[src/rtl/mem_bus_arbiter_pkg.sv]
// Shared types and constants for the IF/MEM external bus arbiter.
package mem_bus_arbiter_pkg;

  localparam int unsigned AddrW = 32;
  localparam int unsigned DataW = 32;
  localparam int unsigned SelW  = 4;

  localparam logic RstEnable   = 1'b0;
  localparam logic ChipEnable  = 1'b1;
  localparam logic WriteEnable = 1'b1;

  localparam logic [SelW-1:0] SelFull = {SelW{1'b1}};

  typedef enum logic [1:0] {
    StIdle   = 2'b00,
    StBusyDm = 2'b01,
    StBusyIf = 2'b10
  } state_e;

  typedef enum logic {
    GntDm = 1'b0,
    GntIf = 1'b1
  } gnt_e;

  function automatic state_e busy_state(gnt_e gnt);
    return (gnt == GntDm) ? StBusyDm : StBusyIf;
  endfunction

endpackage

[src/rtl/mem_bus_arbiter_if.sv]
// Request/acknowledge memory bus between the arbiter (master) and the SoC fabric (slave).
interface mem_bus_arbiter_if;
  import mem_bus_arbiter_pkg::*;

  logic             req;
  logic             we;
  logic [SelW-1:0]  sel;
  logic [AddrW-1:0] addr;
  logic [DataW-1:0] wdata;
  logic [DataW-1:0] rdata;
  logic             ack;
  logic             err;

  modport master (
    output req, we, sel, addr, wdata, err,
    input  rdata, ack
  );

  modport slave (
    input  req, we, sel, addr, wdata, err,
    output rdata, ack
  );

endinterface

[src/rtl/mem_bus_arbiter.sv]
// Serialises IF and MEM-stage accesses onto one req/ack bus and stalls the pipeline meanwhile.
// Optional bus-wait abort enabled by defining MEM_ARB_TIMEOUT_EN.
module mem_bus_arbiter
  import mem_bus_arbiter_pkg::*;
#(
  parameter int unsigned TIMEOUT_CYCLES = 255
) (
  input  logic             clk,
  input  logic             rst,

  input  logic             if_ce_i,
  input  logic [AddrW-1:0] if_addr_i,
  output logic [DataW-1:0] if_data_o,

  input  logic             dm_ce_i,
  input  logic             dm_we_i,
  input  logic [SelW-1:0]  dm_sel_i,
  input  logic [AddrW-1:0] dm_addr_i,
  input  logic [DataW-1:0] dm_data_i,
  output logic [DataW-1:0] dm_data_o,

  input  logic             flush_i,
  output logic             stallreq_o,

  mem_bus_arbiter_if.master bus
);

  state_e           state_q, state_d;
  logic             req_q, req_d;
  logic             we_q, we_d;
  logic [SelW-1:0]  sel_q, sel_d;
  logic [AddrW-1:0] addr_q, addr_d;
  logic [DataW-1:0] wdata_q, wdata_d;
  logic [DataW-1:0] if_data_q, if_data_d;
  logic [DataW-1:0] dm_data_q, dm_data_d;
  logic             if_served_q, if_served_d;
  logic             dm_served_q, dm_served_d;
  logic             drop_q, drop_d;

  logic dm_pend, if_pend, kill, done, abort;
  gnt_e gnt;

`ifdef MEM_ARB_TIMEOUT_EN
  localparam int unsigned CntLog = $clog2(TIMEOUT_CYCLES + 1);
  localparam int unsigned CntW   = (CntLog > 8) ? CntLog : 8;
  localparam logic [CntW-1:0] CntLast = CntW'(TIMEOUT_CYCLES - 1);

  logic [CntW-1:0] cnt_q, cnt_d;
  logic            err_q, err_d;
`else
  logic unused_timeout_cfg;
  assign unused_timeout_cfg = ^TIMEOUT_CYCLES;
`endif

  assign dm_pend    = (dm_ce_i == ChipEnable) & ~dm_served_q;
  assign if_pend    = (if_ce_i == ChipEnable) & ~if_served_q;
  assign stallreq_o = dm_pend | if_pend;
  // A flush in the ack cycle itself must also suppress the update.
  assign kill       = drop_q | flush_i;

  always_comb begin
    state_d     = state_q;
    req_d       = req_q;
    we_d        = we_q;
    sel_d       = sel_q;
    addr_d      = addr_q;
    wdata_d     = wdata_q;
    if_data_d   = if_data_q;
    dm_data_d   = dm_data_q;
    if_served_d = if_served_q;
    dm_served_d = dm_served_q;
    drop_d      = drop_q;
    gnt         = GntDm;
    done        = 1'b0;
    abort       = 1'b0;
`ifdef MEM_ARB_TIMEOUT_EN
    cnt_d       = cnt_q;
    err_d       = 1'b0;
`endif

    unique case (state_q)
      StIdle: begin
        if (dm_pend || if_pend) begin
          // Data port first: it belongs to the older instruction.
          gnt     = dm_pend ? GntDm : GntIf;
          state_d = busy_state(gnt);
          req_d   = 1'b1;
          if (gnt == GntDm) begin
            we_d    = dm_we_i;
            sel_d   = dm_sel_i;
            addr_d  = dm_addr_i;
            wdata_d = dm_data_i;
          end else begin
            we_d    = ~WriteEnable;
            sel_d   = SelFull;
            addr_d  = if_addr_i;
            wdata_d = '0;
          end
`ifdef MEM_ARB_TIMEOUT_EN
          cnt_d = '0;
`endif
        end
      end
      StBusyDm, StBusyIf: begin
        if (bus.ack) begin
          done = 1'b1;
`ifdef MEM_ARB_TIMEOUT_EN
        end else if (cnt_q == CntLast) begin
          done  = 1'b1;
          abort = 1'b1;
        end else begin
          cnt_d = cnt_q + 1'b1;
`endif
        end

        if (done) begin
          state_d = StIdle;
          req_d   = 1'b0;
          drop_d  = 1'b0;
          if (!kill) begin
            if (state_q == StBusyDm) begin
              dm_served_d = 1'b1;
              if (abort) begin
                dm_data_d = '0;
              end else if (we_q != WriteEnable) begin
                dm_data_d = bus.rdata;
              end
            end else begin
              if_served_d = 1'b1;
              if_data_d   = abort ? '0 : bus.rdata;
            end
          end
        end else if (flush_i) begin
          drop_d = 1'b1;
        end
`ifdef MEM_ARB_TIMEOUT_EN
        err_d = abort;
`endif
      end
      default: begin
        state_d = StIdle;
        req_d   = 1'b0;
      end
    endcase

    // Pipeline advances (or is flushed): the next instruction needs fresh accesses.
    if (!stallreq_o || flush_i) begin
      if_served_d = 1'b0;
      dm_served_d = 1'b0;
    end
  end

  always_ff @(posedge clk) begin
    if (rst == RstEnable) begin
      state_q     <= StIdle;
      req_q       <= 1'b0;
      we_q        <= 1'b0;
      sel_q       <= '0;
      addr_q      <= '0;
      wdata_q     <= '0;
      if_data_q   <= '0;
      dm_data_q   <= '0;
      if_served_q <= 1'b0;
      dm_served_q <= 1'b0;
      drop_q      <= 1'b0;
    end else begin
      state_q     <= state_d;
      req_q       <= req_d;
      we_q        <= we_d;
      sel_q       <= sel_d;
      addr_q      <= addr_d;
      wdata_q     <= wdata_d;
      if_data_q   <= if_data_d;
      dm_data_q   <= dm_data_d;
      if_served_q <= if_served_d;
      dm_served_q <= dm_served_d;
      drop_q      <= drop_d;
    end
  end

`ifdef MEM_ARB_TIMEOUT_EN
  always_ff @(posedge clk) begin
    if (rst == RstEnable) begin
      cnt_q <= '0;
      err_q <= 1'b0;
    end else begin
      cnt_q <= cnt_d;
      err_q <= err_d;
    end
  end

  assign bus.err = err_q;
`else
  assign bus.err = 1'b0;
`endif

  assign bus.req    = req_q;
  assign bus.we     = we_q;
  assign bus.sel    = sel_q;
  assign bus.addr   = addr_q;
  assign bus.wdata  = wdata_q;
  assign if_data_o  = if_data_q;
  assign dm_data_o  = dm_data_q;

endmodule

[src/flat_wrapper.sv]
// flat-port wrapper written by rule: the top's interface ports become plain ports
module mem_bus_arbiter_flat import mem_bus_arbiter_pkg::*;
#(
  parameter int unsigned TIMEOUT_CYCLES = 255
)
  (clk, rst, if_ce_i, if_addr_i, if_data_o, dm_ce_i, dm_we_i, dm_sel_i, dm_addr_i, dm_data_i, dm_data_o, flush_i, stallreq_o, bus_req, bus_we, bus_sel, bus_addr, bus_wdata, bus_err, bus_rdata, bus_ack);
  mem_bus_arbiter_if bus_i ();
  input  logic clk;
  input  logic rst;
  input  logic if_ce_i;
  input  logic [AddrW-1:0] if_addr_i;
  output logic [DataW-1:0] if_data_o;
  input  logic dm_ce_i;
  input  logic dm_we_i;
  input  logic [SelW-1:0] dm_sel_i;
  input  logic [AddrW-1:0] dm_addr_i;
  input  logic [DataW-1:0] dm_data_i;
  output logic [DataW-1:0] dm_data_o;
  input  logic flush_i;
  output logic stallreq_o;
  output wire logic [$bits(bus_i.req)-1:0] bus_req;
  output wire logic [$bits(bus_i.we)-1:0] bus_we;
  output wire logic [$bits(bus_i.sel)-1:0] bus_sel;
  output wire logic [$bits(bus_i.addr)-1:0] bus_addr;
  output wire logic [$bits(bus_i.wdata)-1:0] bus_wdata;
  output wire logic [$bits(bus_i.err)-1:0] bus_err;
  input wire logic [$bits(bus_i.rdata)-1:0] bus_rdata;
  input wire logic [$bits(bus_i.ack)-1:0] bus_ack;
  assign bus_req = bus_i.req;
  assign bus_we = bus_i.we;
  assign bus_sel = bus_i.sel;
  assign bus_addr = bus_i.addr;
  assign bus_wdata = bus_i.wdata;
  assign bus_err = bus_i.err;
  assign bus_i.rdata = bus_rdata;
  assign bus_i.ack = bus_ack;
  mem_bus_arbiter #(.TIMEOUT_CYCLES(TIMEOUT_CYCLES)) u_core (.clk(clk), .rst(rst), .if_ce_i(if_ce_i), .if_addr_i(if_addr_i), .if_data_o(if_data_o), .dm_ce_i(dm_ce_i), .dm_we_i(dm_we_i), .dm_sel_i(dm_sel_i), .dm_addr_i(dm_addr_i), .dm_data_i(dm_data_i), .dm_data_o(dm_data_o), .flush_i(flush_i), .stallreq_o(stallreq_o), .bus(bus_i));
endmodule
[config.mk]
export PLATFORM = sky130hd
export DESIGN_NAME = mem_bus_arbiter_flat
export DESIGN_NICKNAME = d
export VERILOG_FILES = /design/src/rtl/mem_bus_arbiter_pkg.sv /design/src/rtl/mem_bus_arbiter_if.sv /design/src/rtl/mem_bus_arbiter.sv /design/src/flat_wrapper.sv
export SDC_FILE = /design/constraint.sdc
export NUM_CORES = 1
export LEC_CHECK = 0
export CAP_MARGIN = 15
export CORE_MARGIN = 2
export CORE_UTILIZATION = 45
export CTS_CLUSTER_DIAMETER = 120
export CTS_CLUSTER_SIZE = 10
export DETAILED_ROUTE_END_ITERATION = 10
export DONT_BUFFER_PORTS = 1
export GPL_TIMING_DRIVEN = 0
export PLACE_DENSITY = 0.56
export RECOVER_POWER = 50
export SYNTH_ARGS = -nofsm -noshare
export SYNTH_HDL_FRONTEND = slang
export SYNTH_SLANG_ARGS = --single-unit
[constraint.sdc]
create_clock -name clk -period 3.38 [get_ports clk]
set_input_delay 0.507 -clock clk [delete_from_list [all_inputs] [get_ports clk]]
set_output_delay 0.507 -clock clk [all_outputs]
set_load 0.01 [all_outputs]
==> impl_metrics.ini <==
[placed_design]
dpl.hpwl_mm = 10.2
dp_cells = 658
post_dp_cell_area_um2 = 5450
dp_slack_ns = 1.28
io_buffers = 0
place_congestion = 0.808

[synth]
netlist_area_um2 = 5270
synth_cells = 515
yosysTopAreaCellShare = 0.528
synth-warning-count = 0
yosysSeqAreaShare = 0.528
ys_seq_elements = 139
synth_area_leaders = dfxtp_1 (53%), mux2i_1 (18%), nand2_1 (9.3%), a32o_1 (6.3%), o22ai_1 (3.8%)
synth_cell_type_count = 30
yosys.area.top_type = dfxtp_1
avgSynthCellArea_um2 = 10.2
syn-num-nets = 657

[clocking]
cts_setup_buffers = 0
clk_path_buf_depth = 2
clkTransAtPathRegs_ns = 0.06
cts_hold_buf = 0
cts_root_buf = clkbuf_16
cts_sinks = 139
cts_buffers = 17
worstSkewPairLatency_ns = 0.41
cts.repair.resized = 0
cts_max_level = 4
cts_tree = done

[sta]
layout_worst_path_cycle_share = 0.607
rsz0062_at_grt = no
period_needed_ns = 2.05
hold_viol = 0
final_max_slew_viol_count = 0
holdWs_ns = 0.165
slew_headroom = 0.620
fmax_ghz = 0.488
setup_viol = 0
worst_slew_pin_slew_ns = 0.568
fin_tns_setup_ns = 0
setup_slack_ns = 1.33
finalClockSkew_ns = 0.00601

[power]
p_leak_nw = 2.49
ir_drop_mv = 0.353
power_frac_seq = 0.456
power.density_nw_per_um2 = 686
design_power_total_mw = 4.15
swShare = 0.251
pwr-share-comb = 0.087
intPower_mw = 3.11
switchingPower_mw = 1.04
clkPwrFrac = 0.457

[detailed_routing]
routed_wl_mm = 13.7
ant_nets = 0
post_drt_wl_per_cell_um = 19.8
firstDrtPassIters = 4
avgViaCountPerCell = 5.65
vias = 3898
drt_iter0_drc = 167
drcViolationCount = 0

[final_layout]
final_util = 0.531
nFillCells = 1036
layout-area-overhead-vs-synth_pct = 15.0
drive_above_1_share = 0.101
nets = 676
final_cell_count_no_fill = 690
antenna_cells = 0
postLayoutCellArea_um2 = 6060

[grt]
antenna_found_initial = 0
grt_first_pass_wirelength_mm = 20.9
grt_pass1_vias = 3911
grtUsageTotal = 0.211
grt-ovfl-total = 0
grt_max_degree = 17

[floorplanning]
die_area_um2 = 12600
row_count = 39
die_w_um = 112
start_util = 0.462
core_area_um2 = 11400
io_pins = 275
die_h_um = 112

[worst_setup_path]
critPathLaunchType = register
end_kind = register
cp.required_ns = 3.71
critPathKind = register to register
cp_max_fo = 10
critical_path_arrival_ns = 2.39

[outcome]
status = finished, final reports clean

[job]
drv_cap = 0

[worst_hold_path]
hold_class = primary input to register
## synth_stat cells
master     instances
nor2b_1            3
a31oi_1            2
inv_1              5
nor4b_1            1
buf_1              2
a211oi_1           1
o2111a_1           1
ha_1               3
o22ai_1           32
nor2_1             1
nand2b_1           3
and3_1             1
nand2_1          131
nand4bb_1          1
buf_4              4
mux2i_1           96
o221a_2            5
nand3_1            2
or3b_1             1
buf_6              3
o211ai_1           1
conb_1             1
a32o_1            33
dfxtp_1          139
clkbuf_1          24
nor3_1             1
a21boi_2           1
buf_2             12
o21ai_1            1
a21oi_1            4
## power by group through the flow
stage | registers [mW] | clock network, mW | logic, mW
after floorplan | 1.90 | 0 | 0.289
after global placement | 1.93 | 0 | 0.352
after detailed placement | 1.93 | 0 | 0.366
after CTS | 1.90 | 1.92 | 0.365
after global routing | 1.91 | 2.00 | 0.402
final | 1.90 | 1.90 | 0.361
## flip-flops by register name, indices dropped and copies added (netlist names)
name	count
u_core.bus.sel	4
u_core.drop_q	1
u_core.state_q	2
u_core.bus.addr	32
u_core.if_served_q	1
u_core.bus.wdata	32
u_core.bus.req	1
u_core.bus.we	1
u_core.dm_data_o	32
u_core.if_data_o	32
u_core.dm_served_q	1
## worst max-delay path, stage by stage, from the launching register on
cell	delay, ns
dfxtp_1	0.41
inv_1	0.07
ha_1	0.35
nand4bb_1	0.13
nor2_1	0.46
buf_4	0.33
mux2i_1	0.22
## placed cells by master, fill, tap and decap left out
cell type and n:
a211oi_1 1, a21boi_2 1, a21oi_1 4, a31oi_1 2, a32o_1 33, and3_1 1
buf_1 2, buf_2 11, buf_4 4, buf_6 3, bufinv_16 3, clkbuf_1 26
clkbuf_16 17, clkbuf_8 3, clkinv_2 3, clkinvlp_4 5, conb_1 1, dfxtp_1 139
ha_1 3, inv_1 5, mux2i_1 96, nand2_1 131, nand2b_1 3, nand3_1 2
nand4bb_1 1, nor2_1 1, nor2b_1 3, nor3_1 1, nor4b_1 1, o2111a_1 1
o211ai_1 1, o21ai_1 1, o221a_2 5, o22ai_1 32, or3b_1 1
## worst paths after layout
kind | startpoint | end | slack (ns) | depth (start not counted)
max | u_core.state_q[0] | u_core.if_data_o[19] | 1.33 | 6
min | flush_i | u_core.dm_served_q | 0.16 | 1
max reg2reg | u_core.state_q[0] | u_core.if_data_o[19] | 1.33 | 6
min reg2reg | u_core.if_data_o[4] | u_core.if_data_o[4] | 0.50 | 2
## logic make-up after synthesis
| family | Yosys count | share of synthesized area |
|---|---|---|
| AND/OR/NAND/NOR | 145 | 0.111 |
| flip-flops | 139 | 0.528 |
| multiplexers | 96 | 0.182 |
| AO/OA/AOI/OAI | 81 | 0.126 |
| buffers and inverters | 50 | 0.0456 |
| adder cells (fa/ha/maj) | 3 | 0.00712 |
| other | 1 | 0.000712 |
## per-layer routing
metal | vias to the layer above | share of wire | track usage
met1 | 1824 | 0.38 | 0.235
met3 | 30 | 0.11 | 0.109
li1 | 1866 | - | -
met2 | 178 | 0.48 | 0.337
met5 | - | 0 | 0
met4 | 0 | 0.026 | 0.0951
## area by class of cell
type	count	area, um2	area share
buffer	45	220	0.0363
clock buffer	21	470	0.0776
clock inverter	11	143	0.0235
inverter	5	18.8	0.00310
multi-input combinational	326	2250	0.371
sequential	139	2780	0.459
tap	143	179	0.0295
(Power assumes the default switching activity.)
